==> config.mk <==
export PLATFORM = sky130hd
export DESIGN_NAME = tag_io_unit_flat
export DESIGN_NICKNAME = d
export VERILOG_FILES = /design/src/rtl/ascon_pack.sv /design/src/rtl/tag_io_unit_if.sv /design/src/rtl/tag_io_unit.sv /design/src/flat_wrapper.sv
export SDC_FILE = /design/constraint.sdc
export NUM_CORES = 1
export LEC_CHECK = 0
export ABC_AREA = 1
export CORE_MARGIN = 1.5
export CORE_UTILIZATION = 54
export CTS_BUF_LIST = sky130_fd_sc_hd__clkbuf_16
export CTS_CLUSTER_DIAMETER = 100
export DETAILED_ROUTE_END_ITERATION = 10
export PLACE_DENSITY = 0.9
export SLEW_MARGIN = 15
export SYNTH_ARGS = -nofsm -noshare
export SYNTH_HDL_FRONTEND = slang
export SYNTH_SLANG_ARGS = --single-unit
==> constraint.sdc <==
create_clock -name clk -period 10.22 [get_ports clk]
set_input_delay 3.066 -clock clk [delete_from_list [all_inputs] [get_ports clk]]
set_output_delay 3.066 -clock clk [all_outputs]
set_load 0.02 [all_outputs]
==> src/rtl/ascon_pack.sv <==
// Shared ASCON datapath definitions: tag I/O FSM states, word geometry and mode encoding.
package ascon_pack;

  localparam int WORD_W    = 32;
  localparam int TAG_W     = 128;
  localparam int TAG_WORDS = TAG_W / WORD_W;

  localparam logic MODE_ENC = 1'b0;
  localparam logic MODE_DEC = 1'b1;

  typedef enum logic [1:0] {
    TIO_IDLE,
    TIO_EMIT,
    TIO_CHECK,
    TIO_DONE
  } tag_io_state_t;

  // Word idx of a tag, counted from the most significant end.
  function automatic logic [WORD_W-1:0] tag_word(input logic [TAG_W-1:0] tag,
                                                 input logic [1:0]       idx);
    return tag[TAG_W-1 - WORD_W*int'(idx) -: WORD_W];
  endfunction

endpackage

==> src/rtl/tag_io_unit_if.sv <==
// Control, tag-out stream and expected-tag-in stream of the tag I/O unit.
interface tag_io_unit_if;
  import ascon_pack::*;

  logic              start_i;
  logic              mode_i;
  logic [TAG_W-1:0]  tag_i;
  logic [WORD_W-1:0] tag_word_o;
  logic              tag_valid_o;
  logic              tag_ready_i;
  logic [WORD_W-1:0] exp_word_i;
  logic              exp_valid_i;
  logic              exp_ready_o;
  logic              busy_o;
  logic              done_o;
  logic              auth_ok_o;

  // Driven by the surrounding datapath.
  modport master (
    output start_i, mode_i, tag_i, tag_ready_i, exp_word_i, exp_valid_i,
    input  tag_word_o, tag_valid_o, exp_ready_o, busy_o, done_o, auth_ok_o
  );

  // The tag I/O unit itself.
  modport slave (
    input  start_i, mode_i, tag_i, tag_ready_i, exp_word_i, exp_valid_i,
    output tag_word_o, tag_valid_o, exp_ready_o, busy_o, done_o, auth_ok_o
  );
endinterface

==> src/rtl/tag_io_unit.sv <==
// Tag I/O unit: emits the captured tag as 32-bit words (encrypt) or checks a
// received tag against it in constant time (decrypt).
module tag_io_unit
  import ascon_pack::*;
(
  input  logic          clk,
  input  logic          reset,
  tag_io_unit_if.slave  io
);

  tag_io_state_t     state;
  logic              mode_q;
  logic [TAG_W-1:0]  tag_q;
  logic [1:0]        cnt;
  logic [WORD_W-1:0] diff;

  logic              tag_valid;
  logic              exp_ready;
  logic              busy;
  logic              done;
  logic              auth_ok;

  logic [WORD_W-1:0] cur_word;
  logic [WORD_W-1:0] diff_next;
  logic              last_word;

  assign cur_word  = tag_word(tag_q, cnt);
  assign diff_next = diff | (io.exp_word_i ^ cur_word);
  assign last_word = (cnt == 2'(TAG_WORDS - 1));

  // NOTE: all state here is sequential, so every assignment is non-blocking;
  // blocking assignments would let later lines see same-cycle updates.
  always_ff @(posedge clk or posedge reset) begin
    if (reset) begin
      state     <= TIO_IDLE;
      mode_q    <= MODE_ENC;
      tag_q     <= '0;
      cnt       <= '0;
      diff      <= '0;
      tag_valid <= 1'b0;
      exp_ready <= 1'b0;
      busy      <= 1'b0;
      done      <= 1'b0;
      auth_ok   <= 1'b0;
    end else begin
      case (state)
        TIO_IDLE: begin
          if (io.start_i) begin
            tag_q   <= io.tag_i;
            mode_q  <= io.mode_i;
            cnt     <= '0;
            diff    <= '0;
            auth_ok <= 1'b0;
            busy    <= 1'b1;
            if (io.mode_i == MODE_DEC) begin
              state     <= TIO_CHECK;
              exp_ready <= 1'b1;
            end else begin
              state     <= TIO_EMIT;
              tag_valid <= 1'b1;
            end
          end
        end

        TIO_EMIT: begin
          if (io.tag_ready_i) begin
            if (last_word) begin
              state     <= TIO_DONE;
              tag_valid <= 1'b0;
              done      <= 1'b1;
            end else begin
              cnt <= cnt + 2'd1;
            end
          end
        end

        // Every word is folded into diff; a mismatch never shortens the check.
        TIO_CHECK: begin
          if (io.exp_valid_i) begin
            diff <= diff_next;
            if (last_word) begin
              state     <= TIO_DONE;
              exp_ready <= 1'b0;
              done      <= 1'b1;
              auth_ok   <= (mode_q == MODE_DEC) && (diff_next == '0);
            end else begin
              cnt <= cnt + 2'd1;
            end
          end
        end

        TIO_DONE: begin
          state <= TIO_IDLE;
          done  <= 1'b0;
          busy  <= 1'b0;
        end

        default: state <= TIO_IDLE;
      endcase
    end
  end

  assign io.tag_word_o  = cur_word;
  assign io.tag_valid_o = tag_valid;
  assign io.exp_ready_o = exp_ready;
  assign io.busy_o      = busy;
  assign io.done_o      = done;
  assign io.auth_ok_o   = auth_ok;

endmodule

==> src/flat_wrapper.sv <==
// flat-port wrapper written by rule: the top's interface ports become plain ports
module tag_io_unit_flat import ascon_pack::*;
  (clk, reset, io_start_i, io_mode_i, io_tag_i, io_tag_ready_i, io_exp_word_i, io_exp_valid_i, io_tag_word_o, io_tag_valid_o, io_exp_ready_o, io_busy_o, io_done_o, io_auth_ok_o);
  tag_io_unit_if io_i ();
  input  logic clk;
  input  logic reset;
  input wire logic [$bits(io_i.start_i)-1:0] io_start_i;
  input wire logic [$bits(io_i.mode_i)-1:0] io_mode_i;
  input wire logic [$bits(io_i.tag_i)-1:0] io_tag_i;
  input wire logic [$bits(io_i.tag_ready_i)-1:0] io_tag_ready_i;
  input wire logic [$bits(io_i.exp_word_i)-1:0] io_exp_word_i;
  input wire logic [$bits(io_i.exp_valid_i)-1:0] io_exp_valid_i;
  output wire logic [$bits(io_i.tag_word_o)-1:0] io_tag_word_o;
  output wire logic [$bits(io_i.tag_valid_o)-1:0] io_tag_valid_o;
  output wire logic [$bits(io_i.exp_ready_o)-1:0] io_exp_ready_o;
  output wire logic [$bits(io_i.busy_o)-1:0] io_busy_o;
  output wire logic [$bits(io_i.done_o)-1:0] io_done_o;
  output wire logic [$bits(io_i.auth_ok_o)-1:0] io_auth_ok_o;
  assign io_i.start_i = io_start_i;
  assign io_i.mode_i = io_mode_i;
  assign io_i.tag_i = io_tag_i;
  assign io_i.tag_ready_i = io_tag_ready_i;
  assign io_i.exp_word_i = io_exp_word_i;
  assign io_i.exp_valid_i = io_exp_valid_i;
  assign io_tag_word_o = io_i.tag_word_o;
  assign io_tag_valid_o = io_i.tag_valid_o;
  assign io_exp_ready_o = io_i.exp_ready_o;
  assign io_busy_o = io_i.busy_o;
  assign io_done_o = io_i.done_o;
  assign io_auth_ok_o = io_i.auth_ok_o;
  tag_io_unit u_core (.clk(clk), .reset(reset), .io(io_i));
endmodule
==> run summary <==
Run status - completed
Pre-CTS WS - 4.42 ns
Max_cap viols - 0
GR Util All Layers - 30.9%
Worst hold path class - register to register
CP startpoint - u_core.cnt[0]$_DFFE_PP0P_
Post-Route WL - 24.6 mm
R2R cell count - 10
Syn-to-layout area delta - 32.0%
Final hold violations - 0
CTS tree - done
Vias in the first global route - 8192
Post-Syn Area per Cell - 7.08 um2
Final Instance Area - 11300 um2
Slew Limit Fails - 0
Core area - 15300 um2
Root Driver - clkbuf_16
Setup TNS Final - 0 ns
CTS HTree Levels - 4
Placed cell area - 10600 um2
Buffers on Ports - 202
Critical Path Sink - io_tag_word_o[5]
Routed length on met1 - 10.2 mm
FP Rows - 45
Crit path launch type - register
Post-Syn Area - 8550 um2
R2R Path Start - u_core.cnt[0]$_DFFE_PP0P_
Slew headroom - 24.6%
Reg2reg setup slack - 6.85 ns
Required @ worst endpoint - 7.15 ns
Routed wl met3 - 1.90 mm
Antenna violations before repair - 1
Largest net degree at the start of global routing - 97
Antenna-violating nets left - 0
CTS Buf Count - 17
Achievable frequency - 0.151 GHz
Die area - 16600 um2
Initial Util - 55.8%
Hpwl dp - 16.2 mm
Clk slew on worst S/H paths - 0.06 ns
Wire length on met2 - 11.7 mm
DRC Markers - 0
Wirelength per Cell - 15.3 um
Uppermost layer routed - met4
Routed vias/inst - 5.24
Pwr/cell area - 318 nW/um2
Post-CTS Setup Repair Bufs - 0
GPL Wtd Cong - 0.860
#FFs+latches synth - 170
Number of library cell types mapped by synthesis - 23
RR Endpoint - u_core.io.auth_ok_o$_DFFE_PP0P_
Tmin final - 6.61 ns
Cts repair resizes - 0
Final-stage net count - 1550
Synth Net Count - 1379
Fin crit share - 64.6%
Final setup margin - 3.61 ns
Die W - 129 um
Iteration-0 DRC Markers - 814
Crit-path max FO - 67
Clk_lat worst skew - 0.42 ns
Area leader, netlist - dfrtp_1
Final Util - 73.7%
Synth Instances - 1207
Fin Clk Skew - 0.00611 ns
Worst EP arrival - 3.54 ns
Drt pass-1 iters - 6
Share of layout cells above drive strength 1 - 3.67%
VDD IR-drop max - 0.172 mV
Top area cells in the synthesized netlist - dfrtp_1, nand2_1, nand3_1
Grt total ovfl - 0
Hold-fix buffers, CTS - 0
Pleak - 6.04 nW
Final Setup Violations - 0
Sequential cell area fraction in the yosys report - 49.8%
Global-route wire length before repair - 39.6 mm
Clock buffer depth - 2
Worst setup EP type - output pin
Num ports - 203
CP Class - register to output pin
Total number of vias - 8399
Share of the synthesized area in the top cell type - 49.8%
Ys Warns - 0
CTS sink cnt - 170
RSZ-0062 raised after global routing - false
Slew @ Worst Pin - 1.13 ns
DIE HEIGHT - 129 um
-- logic make-up after synthesis --
logic type	synth area share [%]
AO/OA/AOI/OAI	3.89
adder cells (fa/ha/maj)	0.878
buffers and inverters	8.36
flip-flops	49.8
AND/OR/NAND/NOR	37.1
-- report_power, final --
part | internal (mW) | total [mW] | switching (mW)
logic | 0.621 | 1.69 | 1.07
registers | 0.990 | 1.17 | 0.181
clock network | 0.454 | 0.720 | 0.266
-- synthesized netlist by cell type, drive strengths merged --
library cell  number
o22ai              1
buf               19
clkbuf            36
o21ai             56
or2                7
o2111ai            1
inv              119
clkinv             1
nor2              35
nand3            101
a2111oi            1
a21oi              5
ha                 6
nand3b            14
nor3               2
dfrtp            170
nand2            633
-- worst max-delay path: stages, from the launching register on --
cell	delay (ns)
dfrtp_2	0.79
clkinv_2	1.01
nand2_1	0.26
nand3_1	0.24
nand2_1	0.20
inv_1	0.05
clkdlybuf4s50_1	0.53
-- layout by cell type (no fill, tap or decap), drive strengths merged --
cell type	n
a2111oi	1
a21oi	5
buf	5
bufinv	6
clkbuf	17
clkdlybuf4s50	202
clkinv	5
clkinvlp	3
dfrtp	170
diode	1
ha	6
inv	120
nand2	633
nand3	101
nand3b	14
nor2	35
nor3	2
o2111ai	1
o21ai	56
o22ai	1
or2	7
-- worst min-delay path by stage --
stage / startpoint / end / slack [ns] / cells after the start
6_report: u_core.tag_q[47]$_DFFE_PP0P_ / u_core.tag_q[47]$_DFFE_PP0P_ / 0.48 / 2
3_5_place_dp: u_core.tag_q[86]$_DFFE_PP0P_ / u_core.tag_q[86]$_DFFE_PP0P_ / 0.46 / 2
4_1_cts: u_core.tag_q[104]$_DFFE_PP0P_ / u_core.tag_q[104]$_DFFE_PP0P_ / 0.48 / 2
5_1_grt: u_core.tag_q[102]$_DFFE_PP0P_ / u_core.tag_q[102]$_DFFE_PP0P_ / 0.49 / 2
2_1_floorplan: u_core.tag_q[32]$_DFFE_PP0P_ / u_core.tag_q[32]$_DFFE_PP0P_ / 0.44 / 2
3_3_place_gp: u_core.tag_q[32]$_DFFE_PP0P_ / u_core.tag_q[32]$_DFFE_PP0P_ / 0.46 / 2
-- layout make-up --
type / count / area [um2]
Tap cell: 211 / 264
Antenna cell: 1 / 2.50
Clock buffer: 17 / 425
Clock inverter: 14 / 229
Sequential cell: 170 / 4260
Inverter: 120 / 459
Multi-Input combinational cell: 862 / 3590
Timing Repair Buffer: 207 / 2060
Fill cell: 1159 / 4030
-- registers in the layout, summed over array words and instances, names as in the netlist, 2 cells and up --
name / count
u_core.state: 2
u_core.tag_q: 128
u_core.diff: 32
u_core.cnt: 2
-- per-layer routing --
metal | vias up | global-route usage, %
li1 | 4015 | -
met4 | 0 | 12.0
met1 | 3932 | 40.0
met3 | 64 | 7.36
met5 | - | 0
met2 | 388 | 50.6
-- stage by stage --
step	total power [mW]	hold WS, ns	instances
finish	3.59	0.479	1602
global route	3.85	0.495	1602
CTS	3.57	0.482	1601
detailed placement	2.82	0.465	1570
global placement	2.77	0.459	1570
floorplan	2.26	0.444	1207
No activity file was read; power rests on OpenSTA's default activity.
